$ cat config.mk
export PLATFORM = sky130hd
export DESIGN_NAME = pll_prog_arbiter
export DESIGN_NICKNAME = d
export VERILOG_FILES = /design/src/rtl/pll_prog_arbiter.sv
export SDC_FILE = /design/constraint.sdc
export NUM_CORES = 1
export LEC_CHECK = 0
export ABC_AREA = 1
export BUFFER_PORTS_ARGS = -buffer_cell sky130_fd_sc_hd__buf_2
export CAP_MARGIN = 10
export CELL_PAD_IN_SITES_DETAIL_PLACEMENT = 1
export CELL_PAD_IN_SITES_GLOBAL_PLACEMENT = 1
export CORE_UTILIZATION = 40
export CTS_CLUSTER_DIAMETER = 150
export DETAILED_ROUTE_END_ITERATION = 6
export PLACE_DENSITY_LB_ADDON = 0.1
export REMOVE_ABC_BUFFERS = 1
export SYNTH_ARGS = -nofsm -noshare
export SYNTH_HDL_FRONTEND = slang
export SYNTH_SLANG_ARGS = --single-unit
$ cat constraint.sdc
create_clock -name in_clk -period 4.39 [get_ports in_clk]
set_input_delay 0.878 -clock in_clk [delete_from_list [all_inputs] [get_ports in_clk]]
set_output_delay 0.878 -clock in_clk [all_outputs]
set_load 0.05 [all_outputs]
$ cat src/rtl/pll_prog_arbiter.sv
// rtl/pll_prog_arbiter.sv - round-robin ADF4360 3-wire programming arbiter with lock-detect filter
module pll_prog_arbiter #(
    parameter int P_CLK_DIV = 8,
    parameter int P_WORD_W  = 24,
    parameter int P_GAP     = 4,
    parameter int P_LD_FILT = 16
) (
    input  logic                in_clk,
    input  logic                in_rst,
    input  logic                in_req0,
    input  logic [P_WORD_W-1:0] in_data0,
    output logic                out_ack0,
    input  logic                in_req1,
    input  logic [P_WORD_W-1:0] in_data1,
    output logic                out_ack1,
    output logic                out_busy,
    output logic                out_clk,
    output logic                out_data,
    output logic                out_le,
    input  logic                in_ld,
    input  logic                in_clr_lost,
    output logic                out_locked,
    output logic                out_lock_lost
);
    localparam int DIV_W = $clog2(P_CLK_DIV);
    localparam int BIT_W = $clog2(P_WORD_W);
    localparam int GAP_W = $clog2(P_GAP + 1);
    localparam int LD_W  = $clog2(P_LD_FILT + 1);

    localparam logic [DIV_W-1:0] DIV_LAST = DIV_W'(P_CLK_DIV - 1);
    localparam logic [DIV_W-1:0] DIV_HALF = DIV_W'(P_CLK_DIV / 2);
    localparam logic [BIT_W-1:0] BIT_LAST = BIT_W'(P_WORD_W - 1);
    localparam logic [GAP_W-1:0] GAP_LAST = GAP_W'(P_GAP - 1);
    localparam logic [LD_W-1:0]  LD_LAST  = LD_W'(P_LD_FILT - 1);

    typedef enum logic [1:0] {
        ST_IDLE  = 2'd0,
        ST_SHIFT = 2'd1,
        ST_LATCH = 2'd2,
        ST_GAP   = 2'd3
    } state_t;

    state_t              state_q, state_d;
    logic [P_WORD_W-1:0] shreg_q, shreg_d;
    logic [BIT_W-1:0]    bit_cnt_q, bit_cnt_d;
    logic [DIV_W-1:0]    div_cnt_q, div_cnt_d;
    logic [GAP_W-1:0]    gap_cnt_q, gap_cnt_d;
    logic                last_grant_q, last_grant_d;
    logic                ack0_q, ack0_d;
    logic                ack1_q, ack1_d;
    logic                ld_s1_q, ld_s1_d;
    logic                ld_s2_q, ld_s2_d;
    logic [LD_W-1:0]     ld_cnt_q, ld_cnt_d;
    logic                locked_q, locked_d;
    logic                lost_q, lost_d;

    logic div_last;
    logic grant0;
    logic grant1;
    logic ld_flip;

    assign div_last = (div_cnt_q == DIV_LAST);
    // last_grant_q==1 means requester 1 was served last, so requester 0 wins a tie
    assign grant0   = in_req0 && (!in_req1 || last_grant_q);
    assign grant1   = in_req1 && !grant0;
    assign ld_flip  = (ld_s2_q != locked_q) && (ld_cnt_q == LD_LAST);

    always_ff @(posedge in_clk) begin
        if (in_rst) begin
            state_q      <= ST_IDLE;
            shreg_q      <= '0;
            bit_cnt_q    <= '0;
            div_cnt_q    <= '0;
            gap_cnt_q    <= '0;
            last_grant_q <= 1'b1;
            ack0_q       <= 1'b0;
            ack1_q       <= 1'b0;
            ld_s1_q      <= 1'b0;
            ld_s2_q      <= 1'b0;
            ld_cnt_q     <= '0;
            locked_q     <= 1'b0;
            lost_q       <= 1'b0;
        end else begin
            state_q      <= state_d;
            shreg_q      <= shreg_d;
            bit_cnt_q    <= bit_cnt_d;
            div_cnt_q    <= div_cnt_d;
            gap_cnt_q    <= gap_cnt_d;
            last_grant_q <= last_grant_d;
            ack0_q       <= ack0_d;
            ack1_q       <= ack1_d;
            ld_s1_q      <= ld_s1_d;
            ld_s2_q      <= ld_s2_d;
            ld_cnt_q     <= ld_cnt_d;
            locked_q     <= locked_d;
            lost_q       <= lost_d;
        end
    end

    always_comb begin
        state_d      = state_q;
        shreg_d      = shreg_q;
        bit_cnt_d    = bit_cnt_q;
        div_cnt_d    = div_cnt_q;
        gap_cnt_d    = gap_cnt_q;
        last_grant_d = last_grant_q;
        ack0_d       = 1'b0;
        ack1_d       = 1'b0;

        case (state_q)
            ST_IDLE: begin
                if (grant0 || grant1) begin
                    state_d      = ST_SHIFT;
                    shreg_d      = grant0 ? in_data0 : in_data1;
                    last_grant_d = grant1;
                    bit_cnt_d    = BIT_LAST;
                    div_cnt_d    = '0;
                    ack0_d       = grant0;
                    ack1_d       = grant1;
                end
            end
            ST_SHIFT: begin
                if (div_last) begin
                    div_cnt_d = '0;
                    if (bit_cnt_q == '0) begin
                        state_d = ST_LATCH;
                    end else begin
                        shreg_d   = {shreg_q[P_WORD_W-2:0], 1'b0};
                        bit_cnt_d = bit_cnt_q - BIT_W'(1);
                    end
                end else begin
                    div_cnt_d = div_cnt_q + DIV_W'(1);
                end
            end
            ST_LATCH: begin
                if (div_last) begin
                    div_cnt_d = '0;
                    gap_cnt_d = '0;
                    state_d   = ST_GAP;
                end else begin
                    div_cnt_d = div_cnt_q + DIV_W'(1);
                end
            end
            default: begin
                if (div_last) begin
                    div_cnt_d = '0;
                    if (gap_cnt_q == GAP_LAST) begin
                        state_d = ST_IDLE;
                    end else begin
                        gap_cnt_d = gap_cnt_q + GAP_W'(1);
                    end
                end else begin
                    div_cnt_d = div_cnt_q + DIV_W'(1);
                end
            end
        endcase

        // Lock filter: run of samples disagreeing with the current flag
        ld_s1_d  = in_ld;
        ld_s2_d  = ld_s1_q;
        locked_d = locked_q;
        ld_cnt_d = '0;
        if (ld_flip) begin
            locked_d = !locked_q;
        end else if (ld_s2_q != locked_q) begin
            ld_cnt_d = ld_cnt_q + LD_W'(1);
        end

        lost_d = lost_q;
        if (ld_flip && locked_q) begin
            lost_d = 1'b1;
        end else if (in_clr_lost) begin
            lost_d = 1'b0;
        end
    end

    always_comb begin
        out_busy = (state_q != ST_IDLE);
        out_clk  = 1'b0;
        out_data = 1'b0;
        out_le   = 1'b0;
        if (state_q == ST_SHIFT) begin
            out_clk  = (div_cnt_q >= DIV_HALF);
            out_data = shreg_q[P_WORD_W-1];
        end else if (state_q == ST_LATCH) begin
            out_le = 1'b1;
        end
    end

    assign out_ack0      = ack0_q;
    assign out_ack1      = ack1_q;
    assign out_locked    = locked_q;
    assign out_lock_lost = lost_q;

endmodule
==> metrics <==
final net count 613; deepest clock path buffer count 2; ys flop type dfxtp_1; startpoint types flip-flop; Fillers 1009; Post-CTS Setup Inserts 0; Setup Slack @ Placement 1.69 ns; flops & latches, synth 49; H-tree Lvls 2; fraction of registers with async set or reset after synthesis 0%; Clock Sink Count 49; vias in the first global route 2908; Die ar. 0.00774 mm2; period utilisation layout 61.2%; DR pass1 iterations 4; Setup WS post-layout 1.70 ns; R2R setup slack 1.70 ns; Top Ports 62; largest net degree at the start of global routing 51; ANT cells 0; Cells after Synth 498; Crit. End Element flip-flop; CTS Hold Buffers Added 0; TritonCTS clock tree done; routability cong. 0.784; Routed Wire Length 7100 um; Final ANT Viol Nets 0; DRT iter0 DRCs 66; Worst setup startpoint state_q[1]$_SDFFE_PP0P_; worst slew pin tran 1.06 ns; crit path to shreg_q[10]$_SDFFE_PP0P_; final hold violations 0; DP Wirelength 5170 um; Syn Std Cell Area 0.00296 mm2; status completed; Final setup viols 0; MaxCap Viol Count 0; # port buffers 61; first-pass GRT wire length 12500 um; Ys Warns 0; most frequent cells in the layout nand2_1 (175), inv_1 (98), nor2_1 (70); grt ovf 0; core area 0.00698 mm2; synthesis-to-finish area growth 13.9%; CP arrival 2.93 ns; WS Path Type flip-flop to flip-flop; R2R cell count 10; fin. max-slew vios 0; RSZ-0062 raised after global routing no; CP required 4.64 ns; setup TNS 0 ns; Power Dens Cells 665 mW/mm2; top-area cell type share of the netlist area 33.2%; Synth area leaders dfxtp_1 (33%), nand2_1 (22%), inv_1 (12%); worst IR drop on VDD 388 uV; root buf cell clkbuf_8; initial core utilization 42.4%; post-DR wirelength/cell 11.0 um; fmax 372 MHz; CTS resizes 0; Setup Skew 0.00313 ns; dominant cell type by area after synthesis dfxtp_1; Netlist cell types 28; Tot GR Track Use 20.0%; Power Total 2.24 mW; reg-to-reg startpoint state_q[1]$_SDFFE_PP0P_; # DRC 0; total CTS buffers 5; Mean Syn Cell Area 5.94 um2; commonest non-fill, non-tap cell in the layout nand2_1; Die X 88.0 um; LEAKAGE 1.98 nW; Hold Crit Start ld_s1_q$_SDFF_PP0_; EDFF count, synth 0; register area share after synthesis 33.2%; vias post-DR 2967; vias per inst 4.60; Critical R2R Capture shreg_q[10]$_SDFFE_PP0P_; area taken by multi-input logic gates 0.00148 mm2; worst hold-check path type flip-flop to flip-flop; CTS clock-pin slew for the worst setup and hold paths 0.09 ns; CP max FO 50; Chip Height 88.0 um; initial antenna violation count 0; layout cells sized above 1 14.9%; Period minus WS final 2.69 ns; clock insertion delay at the later pin of the skew report 0.31 ns; Register Area 981 um2; Slew Limit Headroom 29.4%; row count 30
how the worst min path moves through the flow:
stage                                     to  depth (start not counted)  slack (ns)
after floorplan           ld_s2_q$_SDFF_PP0_                          2        0.39
after global placement    ld_s2_q$_SDFF_PP0_                          2        0.40
after detailed placement  ld_s2_q$_SDFF_PP0_                          2        0.41
after CTS                 ld_s2_q$_SDFF_PP0_                          2        0.43
after global routing      ld_s2_q$_SDFF_PP0_                          2        0.46
final                     ld_s2_q$_SDFF_PP0_                          2        0.42
cell families after synthesis:
| kind of cell | share of synthesized area [%] |
|---|---|
| and+or+nand+nor | 42.2 |
| DFF | 33.2 |
| buffers and inverters | 16.9 |
| adders and majority gates | 4.65 |
| xor gates and xnor gates | 0.296 |
| AOI/OAI and AO/OA | 2.79 |
cell usage after synthesis, drive strengths merged (2+ instances only):
library cell and count:
a21oi 8, nor2 71, nand3 44, nor3 2, inv 101, ha 11
o21ai 2, nand4 5, clkbuf 4, nand2 177, or2 2, buf 16
dfxtp 49
stage by stage:
step / util (%) / area [um2] / hold WS, ns / std cells
floorplan: - / 2840 / 0.388 / 478
global placement: 46.9 / 3280 / 0.395 / 637
detailed placement: 46.9 / 3280 / 0.412 / 637
CTS: 48.2 / 3370 / 0.428 / 645
global route: 48.2 / 3370 / 0.459 / 645
finish: 48.2 / 3370 / 0.424 / 645
report_power, final:
part / switching [mW] / leakage [nW] / internal [mW]
Combinational: 0.865 / 1.54 / 0.407
Clock: 0.163 / 0.0364 / 0.112
Sequential: 0.0852 / 0.404 / 0.606
Total: 1.11 / 1.98 / 1.12
worst max-delay path, stage by stage, from the launching register on:
cell	delay [ns]
dfxtp_1	0.37
inv_1	0.09
ha_1	0.34
buf_4	0.29
inv_2	0.39
nand2_1	0.18
nand2_4	0.14
nand3_4	0.42
nand2_1	0.19
nand2_1	0.08
nor2_1	0.13
routing by layer:
layer,global-route usage (%),up-vias,part of all wire [%]
met5,0,-,0
met4,4.47,0,0.85
met3,2.92,8,2.5
met2,36.0,33,49
met1,25.2,1363,48
li1,-,1563,-
flip-flops by register name (all words and copies together) (netlist names):
| name | flops |
|---|---|
| shreg_q | 24 |
| ld_cnt_q | 5 |
| div_cnt_q | 3 |
| ld_s1_q | 1 |
| bit_cnt_q | 5 |
| out_ack0 | 1 |
| state_q | 2 |
| out_locked | 1 |
| last_grant_q | 1 |
| gap_cnt_q | 3 |
| out_lock_lost | 1 |
| out_ack1 | 1 |
| ld_s2_q | 1 |
layout make-up:
| class | instances | area share (%) |
|---|---|---|
| flip-flops and latches | 49 | 29.1 |
| multi-input cells | 328 | 43.8 |
| clock inverters | 3 | 0.669 |
| inverters | 101 | 11.3 |
| clock buffers | 5 | 2.04 |
| well taps | 96 | 3.57 |
| repair buffers | 63 | 9.51 |
Power figures use the tool's default switching activity.
